File: config.mk
export PLATFORM = sky130hd
export DESIGN_NAME = element_wise_out_packer
export DESIGN_NICKNAME = d
export VERILOG_FILES = /design/src/rtl/element_wise_pkg.sv /design/src/rtl/element_wise_pack_fifo.sv /design/src/rtl/element_wise_out_packer.sv
export SDC_FILE = /design/constraint.sdc
export NUM_CORES = 1
export LEC_CHECK = 0
export CAP_MARGIN = 20
export CORE_ASPECT_RATIO = 1.5
export CORE_UTILIZATION = 55
export CTS_CLUSTER_DIAMETER = 30
export DETAILED_ROUTE_END_ITERATION = 8
export PLACE_DENSITY = 0.74
export SETUP_SLACK_MARGIN = 0.05
export SYNTH_ARGS = -nofsm -noshare
export SYNTH_HDL_FRONTEND = slang
export SYNTH_SLANG_ARGS = --single-unit
File: constraint.sdc
create_clock -name aclk -period 5 [get_ports aclk]
set_clock_uncertainty 0.05 [all_clocks]
set_input_delay 1 -clock aclk [delete_from_list [all_inputs] [get_ports aclk]]
set_output_delay 1 -clock aclk [all_outputs]
set_load 0.01 [all_outputs]
File: src/rtl/element_wise_pkg.sv
// Shared types and constants for the element-wise output packer.
// Format codes, saturation limits and the packed output word.
package element_wise_pkg;

    localparam logic [1:0] PACK_FMT_INT8  = 2'b00;
    localparam logic [1:0] PACK_FMT_INT16 = 2'b01;
    localparam logic [1:0] PACK_FMT_FP32  = 2'b10;

    localparam logic signed [32:0] INT8_MIN  = -33'sd128;
    localparam logic signed [32:0] INT8_MAX  = 33'sd127;
    localparam logic signed [32:0] INT16_MIN = -33'sd32768;
    localparam logic signed [32:0] INT16_MAX = 33'sd32767;

    typedef struct packed {
        logic [31:0] data;
        logic [3:0]  keep;
        logic        last;
    } pack_word_t;

    // Clamp an S33 value to the lane width, or pass FP32 bits through.
    function automatic logic [31:0] sat_elem(
        input logic [1:0]         fmt,
        input logic signed [32:0] res
    );
        logic [31:0] r;
        r = '0;
        unique case (1'b1)
            (fmt == PACK_FMT_INT8): begin
                if (res > INT8_MAX)
                    r[7:0] = 8'h7F;
                else if (res < INT8_MIN)
                    r[7:0] = 8'h80;
                else
                    r[7:0] = res[7:0];
            end
            (fmt == PACK_FMT_INT16): begin
                if (res > INT16_MAX)
                    r[15:0] = 16'h7FFF;
                else if (res < INT16_MIN)
                    r[15:0] = 16'h8000;
                else
                    r[15:0] = res[15:0];
            end
            default: r = res[31:0];
        endcase
        return r;
    endfunction

endpackage

File: src/rtl/element_wise_pack_fifo.sv
// First-word-fall-through FIFO of packed output words.
// A push into a full FIFO without a pop is dropped and flagged.
module element_wise_pack_fifo
    import element_wise_pkg::*;
#(
    parameter int DEPTH = 8
) (
    input  logic                     clk,
    input  logic                     rst,
    input  logic                     push,
    input  pack_word_t               wr_word,
    input  logic                     pop,
    output pack_word_t               rd_word,
    output logic [$clog2(DEPTH):0]   count,
    output logic                     full,
    output logic                     empty,
    output logic                     ovf
);

    localparam int AW = $clog2(DEPTH);

    pack_word_t      mem [DEPTH];
    logic [AW-1:0]   wr_ptr;
    logic [AW-1:0]   rd_ptr;
    logic            do_push;
    logic            do_pop;

    assign empty   = (count == '0);
    assign full    = (count == (AW+1)'(DEPTH));
    assign do_pop  = pop && !empty;
    assign do_push = push && (!full || do_pop);
    assign ovf     = push && full && !do_pop;
    assign rd_word = empty ? '0 : mem[rd_ptr];

    // Storage array; contents are qualified by count so no reset needed.
    always_ff @(posedge clk) begin
        if (do_push)
            mem[wr_ptr] <= wr_word;
    end

    // Pointer and occupancy tracking.
    always_ff @(posedge clk or posedge rst) begin
        if (rst) begin
            wr_ptr <= '0;
            rd_ptr <= '0;
            count  <= '0;
        end else begin
            if (do_push)
                wr_ptr <= wr_ptr + 1'b1;
            if (do_pop)
                rd_ptr <= rd_ptr + 1'b1;
            unique case ({do_push, do_pop})
                2'b10:   count <= count + 1'b1;
                2'b01:   count <= count - 1'b1;
                default: count <= count;
            endcase
        end
    end

endmodule

File: src/rtl/element_wise_out_packer.sv
// Saturates converted elements, packs them into 32-bit words and
// streams them out over AXI-Stream with a stall back to the pipeline.
module element_wise_out_packer
    import element_wise_pkg::*;
#(
    parameter int SIM_DELAY        = 1,
    parameter int INFO_ALONG_WIDTH = 2,
    parameter int FIFO_DEPTH       = 8,
    parameter int STALL_MARGIN     = 4
) (
    input  logic                        aclk,
    input  logic                        areset,
    input  logic [1:0]                  pack_fmt,
    input  logic signed [32:0]          pack_i_res,
    input  logic [INFO_ALONG_WIDTH-1:0] pack_i_info_along,
    input  logic                        pack_i_vld,
    output logic                        pack_stall,
    output logic [31:0]                 m_axis_data,
    output logic [3:0]                  m_axis_keep,
    output logic                        m_axis_last,
    output logic                        m_axis_valid,
    input  logic                        m_axis_ready,
    output logic                        pack_idle,
    output logic                        ovf_err
);

    localparam int CW = $clog2(FIFO_DEPTH) + 1;

    if (FIFO_DEPTH < 4 || STALL_MARGIN > FIFO_DEPTH || SIM_DELAY < 0)
    begin : g_param_err
        $error("element_wise_out_packer: bad parameters");
    end

    logic          s_vld;
    logic [31:0]   s_data;
    logic          s_last;

    logic [1:0]    cnt;
    logic [31:0]   acc;
    logic [3:0]    keep;

    logic [1:0]    lanes_m1;
    logic [31:0]   word_acc;
    logic [3:0]    word_keep;
    logic          word_done;

    pack_word_t    push_word;
    pack_word_t    head;
    logic [CW-1:0] fifo_count;
    logic          fifo_full;
    logic          fifo_empty;
    logic          fifo_ovf;
    logic [CW-1:0] free_cnt;

    logic          unused_info;
    logic          unused_full;

    assign unused_info = ^pack_i_info_along;
    assign unused_full = fifo_full;

    // Stage S: saturate and register each element with its row-end flag.
    always_ff @(posedge aclk or posedge areset) begin
        if (areset) begin
            s_vld  <= 1'b0;
            s_data <= '0;
            s_last <= 1'b0;
        end else begin
            s_vld <= pack_i_vld;
            if (pack_i_vld) begin
                s_data <= sat_elem(pack_fmt, pack_i_res);
                s_last <= pack_i_info_along[0];
            end
        end
    end

    // Stage P: merge the current element into the partial word.
    always_comb begin
        lanes_m1  = 2'd0;
        word_acc  = acc;
        word_keep = keep;
        unique case (1'b1)
            (pack_fmt == PACK_FMT_INT8): begin
                lanes_m1 = 2'd3;
                word_acc[{cnt, 3'b000} +: 8] = s_data[7:0];
                word_keep[cnt] = 1'b1;
            end
            (pack_fmt == PACK_FMT_INT16): begin
                lanes_m1 = 2'd1;
                word_acc[{cnt[0], 4'b0000} +: 16] = s_data[15:0];
                word_keep[{cnt[0], 1'b0} +: 2] = 2'b11;
            end
            default: begin
                lanes_m1  = 2'd0;
                word_acc  = s_data;
                word_keep = 4'hF;
            end
        endcase
        word_done = s_vld && ((cnt == lanes_m1) || s_last);
    end

    assign push_word.data = word_acc;
    assign push_word.keep = word_keep;
    assign push_word.last = s_last;

    // Stage P state: lane counter and the partially filled word.
    always_ff @(posedge aclk or posedge areset) begin
        if (areset) begin
            cnt  <= '0;
            acc  <= '0;
            keep <= '0;
        end else if (s_vld) begin
            if (word_done) begin
                cnt  <= '0;
                acc  <= '0;
                keep <= '0;
            end else begin
                cnt  <= cnt + 1'b1;
                acc  <= word_acc;
                keep <= word_keep;
            end
        end
    end

    element_wise_pack_fifo #(
        .DEPTH (FIFO_DEPTH)
    ) u_fifo (
        .clk     (aclk),
        .rst     (areset),
        .push    (word_done),
        .wr_word (push_word),
        .pop     (m_axis_ready),
        .rd_word (head),
        .count   (fifo_count),
        .full    (fifo_full),
        .empty   (fifo_empty),
        .ovf     (fifo_ovf)
    );

    // Sticky overflow flag; only reset clears it.
    always_ff @(posedge aclk or posedge areset) begin
        if (areset)
            ovf_err <= 1'b0;
        else if (fifo_ovf)
            ovf_err <= 1'b1;
    end

    assign free_cnt     = CW'(FIFO_DEPTH) - fifo_count;
    assign pack_stall   = (free_cnt < CW'(STALL_MARGIN));
    assign m_axis_valid = !fifo_empty;
    assign m_axis_data  = head.data;
    assign m_axis_keep  = head.keep;
    assign m_axis_last  = head.last;
    assign pack_idle    = !s_vld && (cnt == '0) && fifo_empty;

endmodule

Word-level counts from Yosys, hierarchy flattened
Memory sizes are Yosys's and may differ from the RTL's.
Index checks and enable logic that the tools add are counted.
{ "totals": {"regBits": 83, "memories": 1, "out_inout_bits": 41, "mem_bits_rw": 296} }
{ "op_classes": {"reduce_logical": 19, "muxes": 22, "eq_ne": 5, "shifts": 6, "add_sub_neg": 9, "bitwise_logic": 1, "n_lt_le_gt_ge": 7} }
{ "memory_table": {"columns": ["memory", "depth", "word_bits", "read_ports", "rd_clocked_by_memory_dff", "write_ports", "line", "rtl"], "rows": [
  ["u_fifo.mem", 8, 37, 1, 0, 1, "element_wise_pack_fifo.sv:22", "pack_word_t mem [DEPTH];"]
]} }
{ "op_table": {"columns": ["cell", "count"], "rows": [
  ["bitwise mux 32 bit", 2],
  ["one-hot mux 32 bit (2 select lines)", 1],
  ["2-to-1 mux 16 bit", 3],
  ["2-to-1 mux 37 bit", 1],
  ["greater-than comparator 33 x 16 -> 1 bit (second input constant)", 1],
  ["greater-than comparator 33 x 8 -> 1 bit (second input constant)", 1],
  ["less-than comparator 33 x 16 -> 1 bit (second input constant)", 1],
  ["less-than comparator 33 x 8 -> 1 bit (second input constant)", 1],
  ["2-to-1 mux 32 bit", 1],
  ["one-hot mux 8 bit (2 select lines)", 2],
  ["variable shift 16 x 7 -> 32 bit (first input constant)", 1],
  ["variable shift 8 x 7 -> 32 bit (first input constant)", 1],
  ["indexed part select 16 x 7 -> 32 bit", 1],
  ["indexed part select 8 x 7 -> 32 bit", 1],
  ["2-to-1 mux 8 bit", 2],
  ["one-hot mux 4 bit (2 select lines)", 2],
  ["negator 5 -> 7 bit", 2],
  ["logical AND 1 bit", 8],
  ["adder 3 x 1 -> 3 bit (second input constant)", 2],
  ["adder 4 x 1 -> 4 bit (second input constant)", 1],
  ["bitwise mux 4 bit", 1],
  ["equality test 2 x 1 -> 1 bit (second input constant)", 2],
  ["equality test 4 bit (second input constant)", 1],
  ["zero test 1 bit", 4],
  ["other kinds (22)", 26]
]} }

Depth between registers and ports, before layout
Gate-level depths: netlist of the first run.
{ "depth": {"ltp_word": 8, "mapped_depth": 11, "ltp_nobuf": 10} }

By module
A second synthesis of the first run with hierarchy kept.
{ "unflattened": {"hier_cells": 1030, "hier_area_um2": 16323.2} }
{ "by_module_without_submodules": {"columns": ["mod", "area_each_um2", "instances", "cells_per_inst"], "rows": [
  ["element_wise_pack_fifo", 11892.7, 1, 542],
  ["element_wise_out_packer", 4430.5, 1, 488]
]} }

Least setup slack after synthesis of the first run
No wires, ideal clock.
{ "synth_timing": {"kind": "input-to-reg", "startpoint": "input pack_fmt[1]", "endpoint": "memory u_fifo.mem[1][0] (netlist name) (enable)", "n_path_buf": 1, "arrival_time_ps": 4498, "setup_slack_ps": -25, "cell_stages": 6, "path_cell_list": "buf_2 -> nor2_2 -> a31oi_1 -> a21oi_4 -> nand3_1 -> nor3_1"} }
{ "synth_between": {"elab_chain_cells": 8, "word_cells_on_any_way": 9} }
{ "synth_lines": {"columns": ["element", "line", "rtl"], "rows": [
  ["start: declaration", "element_wise_out_packer.sv:13", "input logic [1:0] pack_fmt,"],
  ["equality test 2 x 1 -> 1 bit or zero test 2 bit (tied branches)", "element_wise_out_packer.sv:87, element_wise_out_packer.sv:82", null],
  ["one-hot mux 2 bit (2 select lines) *", "element_wise_out_packer.sv:81", "unique case (1'b1)"],
  ["equality test 2 bit *", "element_wise_out_packer.sv:98", "word_done = s_vld && ((cnt == lanes_m1) || s_last);"],
  ["logical OR 1 bit *", "element_wise_out_packer.sv:98", null],
  ["logical AND 1 bit *", "element_wise_out_packer.sv:98", null],
  ["logical AND 1 bit *", "element_wise_pack_fifo.sv:31", "assign do_push = push && (!full || do_pop);"],
  ["2-to-1 mux 1 bit *", "element_wise_pack_fifo.sv:37", "if (do_push)"],
  ["2-to-1 mux 1 bit (not written as such) *", "element_wise_pack_fifo.sv:38", "mem[wr_ptr] <= wr_word;"],
  ["end: declaration", "element_wise_pack_fifo.sv:22", null]
]} }
Every way passes the cells marked *; elsewhere a longest branch is shown, timed or not.

Worst setup path in the final report of the first run
{ "layout_timing": {"startpoint": "register cnt[0]", "endpoint": "output pack_idle"} }
{ "layout_between": {"elab_chain_cells": 3} }
{ "layout_lines": {"columns": ["element", "line", "rtl"], "rows": [
  ["start: declaration", "element_wise_out_packer.sv:38", "logic [1:0] cnt;"],
  ["start signal: assignment", "element_wise_out_packer.sv:117", "cnt <= cnt + 1'b1;"],
  ["zero test 2 bit", "element_wise_out_packer.sv:153", "assign pack_idle = !s_vld && (cnt == '0) && fifo_empty;"],
  ["logical AND 1 bit (2 in a row)", "element_wise_out_packer.sv:153", null],
  ["end: declaration", "element_wise_out_packer.sv:23", "output logic pack_idle,"]
]} }
Every way passes these cells.

==> results.sh, run 1 <==
export IMPL_cts_hold_buffers=0
export IMPL_start_util_pct=56.2
export IMPL_diodes=0
export IMPL_synth_edf_count=296
export IMPL_grt_pass1_wl_mm=55.9
export IMPL_cp_slowest_cell="clkinv_1"
export IMPL_worst_pin_slew_ps=1010
export IMPL_final_common_cell="edfxtp_1"
export IMPL_irDropWorstVdd_uv=429
export IMPL_outcome="completed"
export IMPL_drive_gt1_share_pct=19.3
export IMPL_ys_seq_area_share_pct=67.7
export IMPL_clk_pin_slew_ps=60
export IMPL_yosys_area_share_adder_pct=1.05
export IMPL_synth_compound_area_share_pct=8.35
export IMPL_area_growth_pct=18.7
export IMPL_drtPass1Iterations=5
export IMPL_ys_dominant_reg_cell="edfxtp_1"
export IMPL_vias_per_cell=6.26
export IMPL_ios=82
export IMPL_finalSetupViolations=0
export IMPL_routed_wl_mm=36.1
export IMPL_synth_cells=1021
export IMPL_dp_cells=1473
export IMPL_fin_nets=1183
export IMPL_grt_pass1_vias=9930
export IMPL_end_kind="primary output"
export IMPL_place_gp_congestion=0.868
export IMPL_drc=0
export IMPL_post_route_period_util_pct=80.5
export IMPL_cts_setup_buffers=0
export IMPL_synth_simple_area_share_pct=6.49
export IMPL_wl_per_cell_um=23.2
export IMPL_crit_start="cnt[0]$_DFFE_PP0P_"
export IMPL_clock_sinks=379
export IMPL_crit_fanout=35
export IMPL_vias=9720
export IMPL_ys_async_sr_fraction_pct=21.9
export IMPL_pwr_density_cell_mw_per_mm2=551
export IMPL_synth_top_family_by_area="multiplexers"
export IMPL_gr_usage_all_layers_pct=25.1
export IMPL_crit_family="buffers and inverters"
export IMPL_antenna_found_initial=1
export IMPL_multi_input_area_mm2=0.00489
export IMPL_finalWorstSetupSlack_ps=973
export IMPL_hold_path_class="register to register"
export IMPL_fin_setup_tns_ps=0
export IMPL_drtIter0Drc=900
export IMPL_core_rowCount=76
export IMPL_cp_arrival_ps=2980
export IMPL_synth_xor_area_share_pct=0.379
export IMPL_final_cell_mix="edfxtp_1 (296), dfrtp_1 (80), clkdlybuf4s50_1 (80)"
export IMPL_mappedNetlistArea_mm2=0.0162
export IMPL_p_leak_nw=6.84
export IMPL_die_area_mm2=0.0301
export IMPL_fin_cells=1552
export IMPL_slew_violations=0
export IMPL_post_place_ws_ps=1100
export IMPL_post_dp_hpwl_mm=21.2
export IMPL_clk_latency_ps=540
export IMPL_floorplan_core_area_mm2=0.0288
export IMPL_clk_path_buf_depth=3
export IMPL_grt_remaining_overflow=0
export IMPL_holdWs_ps=443
export IMPL_crit_type="register to primary output"
export IMPL_die_x_um=142
export IMPL_ant_nets=0
export IMPL_timing_max_cap_violations=0
export IMPL_fmax_mhz=248
export IMPL_register_area_mm2=0.0110
export IMPL_postCtsResizedCells=0
export IMPL_hold_viol=0
export IMPL_cts_tree="built"
export IMPL_ys_warn_count=0
export IMPL_numCtsBuffers=44
export IMPL_finalCriticalPeriod_ps=4030
export IMPL_worstHoldStart="keep[2]$_DFFE_PP0P_"
export IMPL_rsz0062_at_grt="false"
export IMPL_syn_nets=1075
export IMPL_worst_path_buf_inv=3
export IMPL_ys_types=66
export IMPL_cts_root_buffer="clkbuf_16"
export IMPL_r2r_start="cnt[0]$_DFFE_PP0P_"
export IMPL_grt_max_degree=58
export IMPL_io_buffer_count=80
export IMPL_htree_levels=2
export IMPL_cp_cell_sequence="buf_4 > clkinv_1 > ha_1 > and3_1 > clkdlybuf4s50_1"
export IMPL_worstSetupStartpointType="register"
export IMPL_die_h_um=212
export IMPL_required_ps=3950
export IMPL_fillers=1915
export IMPL_synth_ff_latch_count=379
export IMPL_relSlewSlack_pct=32.1
export IMPL_syn_area_per_cell_um2=15.9
export IMPL_muxShareOfSynthArea_pct=13.5
export IMPL_max_stage_delay_ps=510
==> worst reg2reg max path, stage by stage (launching register included) <==
cell and delay [ps]:
dfrtp_1 330, buf_4 380, clkinv_1 510, ha_1 500, nand3b_1 370, o21ai_0 250
a22oi_1 130, o21ai_0 820
==> metal layers <==
layer	wire [um]	up-vias	global-route usage [%]	part of all wire, %
met4	1290	0	10.8	3.6
met2	18700	432	43.0	52
met5	0	-	0	0
li1	-	4248	-	-
met3	2310	93	4.05	6.4
met1	13800	4947	31.6	38
==> per-stage QoR <==
stage | cell area (um^2) | utilization [%] | total power (W)
3_3_place_gp | 17700 | 61.4 | 0.00733
2_1_floorplan | 16200 | - | 0.00610
4_1_cts | 19200 | 66.7 | 0.0107
3_5_place_dp | 17700 | 61.4 | 0.00739
6_report | 19200 | 66.7 | 0.0106
5_1_grt | 19200 | 66.7 | 0.0110
==> worst paths after layout <==
path | end | cells past startpoint | slack (ps)
worst max register to register | u_fifo.mem[0][20]$_DFFE_PP_ | 7 | 1320
worst max-delay path | pack_idle | 5 | 970
worst min-delay path | keep[2]$_DFFE_PP0P_ | 2 | 440
min in group asynchronous | s_data[12]$_DFFE_PP0P_ | 2 | 930
worst min register to register | keep[2]$_DFFE_PP0P_ | 2 | 440
max in group asynchronous | s_data[9]$_DFFE_PP0P_ | 3 | 2980
==> sequential cells by signal (all words and copies together), names as in the netlist <==
register / cells
u_fifo.mem: 296
acc: 32
s_data: 32
keep: 4
u_fifo.count: 4
u_fifo.rd_ptr: 3
u_fifo.wr_ptr: 3
cnt: 2
ovf_err: 1
s_last: 1
s_vld: 1
==> area by class of cell <==
cell class	count	share of cell area, %
Clock buffer	53	6.23
Inverter	35	0.690
Multi-Input combinational cell	552	25.5
Timing Repair Buffer	117	6.26
Tap cell	390	2.54
Sequential cell	379	57.1
Clock inverter	26	1.71
==> logic make-up (layout without fill, tap and decap cells) <==
logic type               Yosys count  count (layout)
AND/OR/NAND/NOR                  222             222
buffers and inverters             90             231
multiplexers                     125             125
flip-flops                       379             379
AO/OA/AOI/OAI                    185             185
XOR/XNOR                           7               7
adder cells (fa/ha/maj)           13              13
==> Yosys cell counts, types with 12 or more instances <==
master | count | area [um^2]
edfxtp_1 | 296 | 8890
dfrtp_1 | 83 | 2080
nor2_1 | 77 | 289
mux4_2 | 74 | 1670
nand2_1 | 56 | 210
mux2i_1 | 47 | 470
o21ai_0 | 43 | 215
inv_1 | 32 | 120
a21oi_1 | 29 | 145
a22o_1 | 29 | 254
buf_2 | 23 | 115
a221oi_1 | 20 | 175
clkbuf_1 | 19 | 71.3
nand3_1 | 15 | 75.1
nand2b_1 | 14 | 87.6
nor3_1 | 14 | 70.1
ha_1 | 12 | 150
==> report_power, final <==
| group | internal, W | total [W] | switching (W) |
|---|---|---|---|
| Combinational | 0.00160 | 0.00309 | 0.00149 |
| Sequential | 0.00389 | 0.00421 | 0.000326 |
| Clock | 0.00197 | 0.00329 | 0.00132 |
No activity file was read; power rests on OpenSTA's default activity.
==> run 2: changes to the inputs <==
--- a/config.mk
+++ b/config.mk
@@ -7,10 +7,10 @@
 export LEC_CHECK = 0
 export CAP_MARGIN = 20
 export CORE_ASPECT_RATIO = 1.5
-export CORE_UTILIZATION = 55
+export CORE_UTILIZATION = 54
 export CTS_CLUSTER_DIAMETER = 30
 export DETAILED_ROUTE_END_ITERATION = 8
-export PLACE_DENSITY = 0.74
+export PLACE_DENSITY = 0.76
 export SETUP_SLACK_MARGIN = 0.05
 export SYNTH_ARGS = -nofsm -noshare
 export SYNTH_HDL_FRONTEND = slang
==> constraint.sdc (replaced) <==
create_clock -name aclk -period 3.2 [get_ports aclk]
set_clock_uncertainty 0.05 [all_clocks]
set_input_delay 0.64 -clock aclk [delete_from_list [all_inputs] [get_ports aclk]]
set_output_delay 0.64 -clock aclk [all_outputs]
set_load 0.01 [all_outputs]
==> results.sh, run 2 (synthesis results as in run 1) <==
export IMPL_start_util_pct=54.9
export IMPL_post_dp_hpwl_mm=23.1
export IMPL_r2r_start="cnt[0]$_DFFE_PP0P_"
export IMPL_rsz0062_at_grt="true"
export IMPL_cp_arrival_ps=2440
export IMPL_grt_pass1_vias=9958
export IMPL_reg2regPathDepth=6
export IMPL_worst_pin_slew_ps=1170
export IMPL_core_rowCount=77
export IMPL_fin_cells=1612
export IMPL_die_area_mm2=0.0307
export IMPL_post_route_period_util_pct=97.8
export IMPL_vias=9819
export IMPL_timing_max_cap_violations=0
export IMPL_drive_gt1_share_pct=24.7
export IMPL_outcome="completed"
export IMPL_diodes=0
export IMPL_cts_hold_buffers=0
export IMPL_area_growth_pct=21.4
export IMPL_crit_start="u_fifo.rd_ptr[0]$_DFFE_PP0N_"
export IMPL_finalSetupViolations=0
export IMPL_drtPass1Iterations=5
export IMPL_clock_sinks=379
export IMPL_final_common_cell="edfxtp_1"
export IMPL_end_kind="primary output"
export IMPL_regMostFlops="u_fifo.mem"
export IMPL_ant_nets=0
export IMPL_clk_path_buf_depth=3
export IMPL_largest_reg_flops=296
export IMPL_drtIter0Drc=872
export IMPL_drc=0
export IMPL_worstSetupStartpointType="register"
export IMPL_required_ps=2510
export IMPL_holdWs_ps=297
export IMPL_irDropWorstVdd_uv=504
export IMPL_grt_remaining_overflow=0
export IMPL_numCtsBuffers=42
export IMPL_largestRegisters="u_fifo.mem (296), acc (32), s_data (32)"
export IMPL_power_total_w=0.0165
export IMPL_finalWorstSetupSlack_ps=70.7
export IMPL_floorplan_core_area_mm2=0.0295
export IMPL_crit_fanout=7
export IMPL_pwr_density_cell_mw_per_mm2=842
export IMPL_gr_usage_all_layers_pct=25.2
export IMPL_reg2reg_slack_ps=350
export IMPL_finalCriticalPeriod_ps=3130
export IMPL_htree_levels=2
export IMPL_hold_path_class="primary input to asynchronous set/reset pin"
export IMPL_ios=82
export IMPL_dp_cells=1521
export IMPL_die_x_um=143
export IMPL_relSlewSlack_pct=21.9
export IMPL_io_buffer_count=80
export IMPL_regToRegEndpoint="u_fifo.mem[6][29]$_DFFE_PP_"
export IMPL_routed_wl_mm=37.0
export IMPL_hold_viol=0
export IMPL_slew_violations=0
export IMPL_cts_root_buffer="clkbuf_16"
export IMPL_wl_per_cell_um=22.9
export IMPL_vias_per_cell=6.09
export IMPL_clk_latency_ps=550
export IMPL_grt_max_degree=72
export IMPL_cts_tree="built"
export IMPL_cp_endpoint="m_axis_data[8]"
export IMPL_grt_pass1_wl_mm=56.9
export IMPL_crit_type="register to primary output"
export IMPL_final_cell_mix="edfxtp_1 (296), dfrtp_1 (80), mux4_2 (74)"
export IMPL_fin_setup_tns_ps=0
export IMPL_p_leak_nw=7.22
export IMPL_clk_pin_slew_ps=60
export IMPL_post_place_ws_ps=-83.8
export IMPL_fmax_mhz=320
export IMPL_antenna_found_initial=0
export IMPL_die_h_um=214
export IMPL_place_gp_congestion=0.897
export IMPL_fin_nets=1238
[run 2: changes by cell type in the layout (fill, tap and decap cells not counted), sizes merged]
cell | previous run | this run
clkdlybuf4s50 | 80 | 45
inv | 45 | 43
clkinv | 10 | 14
dlymetal6s2s | 0 | 9
bufinv | 4 | 1
buf | 37 | 94
clkbuf | 53 | 72
clkdlybuf4s15 | 0 | 5
clkinvlp | 2 | 0
dlygate4sd2 | 0 | 3
[run 2: critical path, cell delays in order, from the launching register on]
cell and delay (ps):
dfrtp_4 430, buf_6 100, buf_12 160, buf_6 150, mux4_2 500, mux2i_1 190, nor2_1 50, dlygate4sd2_1 290
[run 2: through the flow]
stage	utilization, %	instance area (um^2)
after floorplan	-	16200
after global placement	61.2	18100
after detailed placement	61.2	18100
after CTS	66.4	19600
after global routing	66.6	19600
final	66.6	19600
[run 2: how the worst min path moves through the flow]
stage	start	depth (start not counted)	to	slack, ps
floorplan	keep[3]$_DFFE_PP0P_	2	keep[3]$_DFFE_PP0P_	400
detailed placement	keep[3]$_DFFE_PP0P_	2	keep[3]$_DFFE_PP0P_	430
global route	areset	2	u_fifo.rd_ptr[0]$_DFFE_PP0N_	330
CTS	areset	2	u_fifo.rd_ptr[0]$_DFFE_PP0N_	300
global placement	keep[1]$_DFFE_PP0P_	2	keep[1]$_DFFE_PP0P_	420
finish	areset	2	u_fifo.rd_ptr[0]$_DFFE_PP0N_	300
[run 2: layer usage]
metal  share of wire, %  wire (um)  vias to the layer above  GRT usage (%)
met3                6.3       2340                       71           3.57
met1                 38      14200                     4982           32.8
li1                   -          -                     4365              -
met4                3.5       1290                        0           9.68
met2                 52      19200                      401           42.8
met5                  0          0                        -              0
[run 2: cell type report]
cell class	instances	area [um^2]
Clock buffer	54	1170
Tap cell	395	494
Timing Repair Buffer	174	1710
Multi-Input combinational cell	552	4940
Fill cell	2035	9830
Sequential cell	379	11000
Clock inverter	23	230
Inverter	35	133
[run 2: where the power goes]
part	total [W]	leakage, nW	internal (W)	switching, W
clock network	0.00477	0.690	0.00275	0.00202
registers	0.00644	3.74	0.00608	0.000363
logic	0.00534	2.79	0.00265	0.00269
[run 2: timing repair]
| action | 4_1_cts | 5_1_grt |
|---|---|---|
| gates cloned | 2 | 1 |
| buffers inserted | 6 | 5 |
| pin swaps | 0 | 1 |
| setup endpoints to repair | 38 | 28 |
| resized for setup | 33 | 64 |
| hold endpoints to repair | 0 | 0 |
==> run 3: changes to the inputs <==
--- a/config.mk
+++ b/config.mk
@@ -11,7 +11,6 @@
 export CTS_CLUSTER_DIAMETER = 30
 export DETAILED_ROUTE_END_ITERATION = 8
 export PLACE_DENSITY = 0.76
-export SETUP_SLACK_MARGIN = 0.05
 export SYNTH_ARGS = -nofsm -noshare
 export SYNTH_HDL_FRONTEND = slang
 export SYNTH_SLANG_ARGS = --single-unit
==> results.sh, run 3 (synthesis results as in run 1) <==
export IMPL_worst_path_buf_inv=3
export IMPL_p_leak_nw=7.17
export IMPL_drc=0
export IMPL_crit_family="buffers and inverters"
export IMPL_cp_arrival_ps=2470
export IMPL_area_growth_pct=21.3
export IMPL_worst_pin_slew_ps=1230
export IMPL_fillers=2038
export IMPL_drtPass1Iterations=5
export IMPL_clk_path_buf_depth=3
export IMPL_worstSetupStartpointType="register"
export IMPL_relSlewSlack_pct=18.2
export IMPL_drtIter0Drc=841
export IMPL_final_util_pct=66.6
export IMPL_max_stage_delay_ps=500
export IMPL_drive_gt1_share_pct=22.8
export IMPL_use_met2_pct=42.7
export IMPL_die_area_mm2=0.0307
export IMPL_ios=82
export IMPL_pwr_density_cell_mw_per_mm2=838
export IMPL_hold_viol=0
export IMPL_final_area_mm2=0.0196
export IMPL_rsz0062_at_grt="true"
export IMPL_post_place_ws_ps=-83.8
export IMPL_reg2reg_slack_ps=370
export IMPL_numCtsBuffers=42
export IMPL_floorplan_core_area_mm2=0.0295
export IMPL_crit_fanout=11
export IMPL_finalWorstSetupSlack_ps=39.3
export IMPL_grt_remaining_overflow=0
export IMPL_die_h_um=214
export IMPL_grt_pass1_vias=9970
export IMPL_place_area_mm2=0.0181
export IMPL_final_cell_mix="edfxtp_1 (296), dfrtp_1 (80), mux4_2 (74)"
export IMPL_finalSetupViolations=0
export IMPL_fin_nets=1234
export IMPL_wl_per_cell_um=22.9
export IMPL_post_dp_hpwl_mm=23.1
export IMPL_cp_cell_sequence="buf_12 > bufbuf_16 > mux4_2 > mux2i_1 > nor2_1 > dlygate4sd2_1"
export IMPL_antenna_found_initial=0
export IMPL_place_gp_congestion=0.897
export IMPL_post_route_period_util_pct=98.8
export IMPL_clk_pin_slew_ps=60
export IMPL_vias=9799
export IMPL_timing_max_cap_violations=0
export IMPL_core_rowCount=77
export IMPL_gr_usage_all_layers_pct=25.2
export IMPL_fmax_mhz=316
export IMPL_vias_per_cell=6.09
export IMPL_busiest_layer="met2"
export IMPL_cts_root_buffer="clkbuf_16"
export IMPL_ant_nets=0
export IMPL_clock_sinks=379
export IMPL_holdWs_ps=298
export IMPL_largestRegisters="u_fifo.mem (296), acc (32), s_data (32)"
export IMPL_outcome="completed"
export IMPL_met3_usage_pct=3.57
export IMPL_finalCriticalPeriod_ps=3160
export IMPL_clk_latency_ps=550
export IMPL_routed_wl_mm=36.8
export IMPL_end_kind="primary output"
export IMPL_required_ps=2510
export IMPL_grt_pass1_wl_mm=56.9
export IMPL_die_x_um=143
export IMPL_final_common_cell="edfxtp_1"
export IMPL_crit_type="register to primary output"
export IMPL_regMostFlops="u_fifo.mem"
export IMPL_diodes=0
export IMPL_grt_max_degree=72
export IMPL_cp_slowest_cell="mux4_2"
export IMPL_slew_violations=0
export IMPL_hold_path_class="primary input to asynchronous set/reset pin"
export IMPL_htree_levels=2
export IMPL_largest_reg_flops=296
export IMPL_start_util_pct=54.9
export IMPL_cts_tree="built"
export IMPL_irDropWorstVdd_uv=507
export IMPL_io_buffer_count=80
export IMPL_use_met1_pct=33.0
-- run 3: changes by cell type in the layout (fill, tap and decap cells not counted), sizes merged --
cell / delta
buf: -6
clkbuf: -18
clkdlybuf4s15: -5
dlymetal6s2s: -7
bufbuf: +2
dlygate4sd2: +30
-- run 3: layout make-up --
class                   instances  area, um^2  area share [%]
clock buffers                  54        1170            5.95
clock inverters                23         230            1.17
inverters                      35         133           0.676
multi-input cells             552        4940            25.1
flip-flops and latches        379       11000            55.9
well taps                     395         494            2.52
repair buffers                170        1700            8.64
-- run 3: what timing repair did --
item,4_1_cts,5_1_grt
hold buffers,0,0
endpoints found under the hold margin,0,0
gates cloned,2,0
endpoints found under the setup margin,35,18
setup buffers,6,2
gates resized for setup,47,5
-- run 3: metrics by stage --
step                      std cells  power (W)  setup TNS, ps
after floorplan                1021    0.00953        -135360
after global placement         1521     0.0116           -430
after detailed placement       1521     0.0118          -2380
after CTS                      1605     0.0166           -216
after global routing           1608     0.0172           -317
final                          1608     0.0165              0
-- run 3: power by group --
part,switching (W),internal [W]
Sequential,0.000371,0.00608
Clock,0.00201,0.00275
Combinational,0.00263,0.00263
Total,0.00501,0.0115
-- run 3: path summary, 6_finish.rpt --
check                                             start                            to  cells past startpoint
max                        u_fifo.rd_ptr[0]$_DFFE_PP0N_               m_axis_data[22]                      6
min                                              areset  u_fifo.rd_ptr[0]$_DFFE_PP0N_                      2
max reg2reg                          cnt[0]$_DFFE_PP0P_   u_fifo.mem[6][29]$_DFFE_PP_                      6
min reg2reg                         keep[3]$_DFFE_PP0P_           keep[3]$_DFFE_PP0P_                      2
max in group asynchronous                        areset           acc[11]$_DFFE_PP0P_                      3
min in group aclk                   keep[3]$_DFFE_PP0P_           keep[3]$_DFFE_PP0P_                      2
-- run 3: routing by layer --
| metal | vias up | routed length [um] |
|---|---|---|
| met5 | - | 0 |
| met4 | 0 | 1350 |
| met3 | 76 | 2050 |
| met2 | 389 | 19100 |
| met1 | 4978 | 14300 |
| li1 | 4356 | - |
-- run 3: worst reg2reg max path, stage by stage (launching register included) --
cell and delay [ps]:
dfrtp_1 340, buf_4 370, ha_1 280, nor3b_1 230
and2_2 240, a221oi_1 90, a221oi_1 860
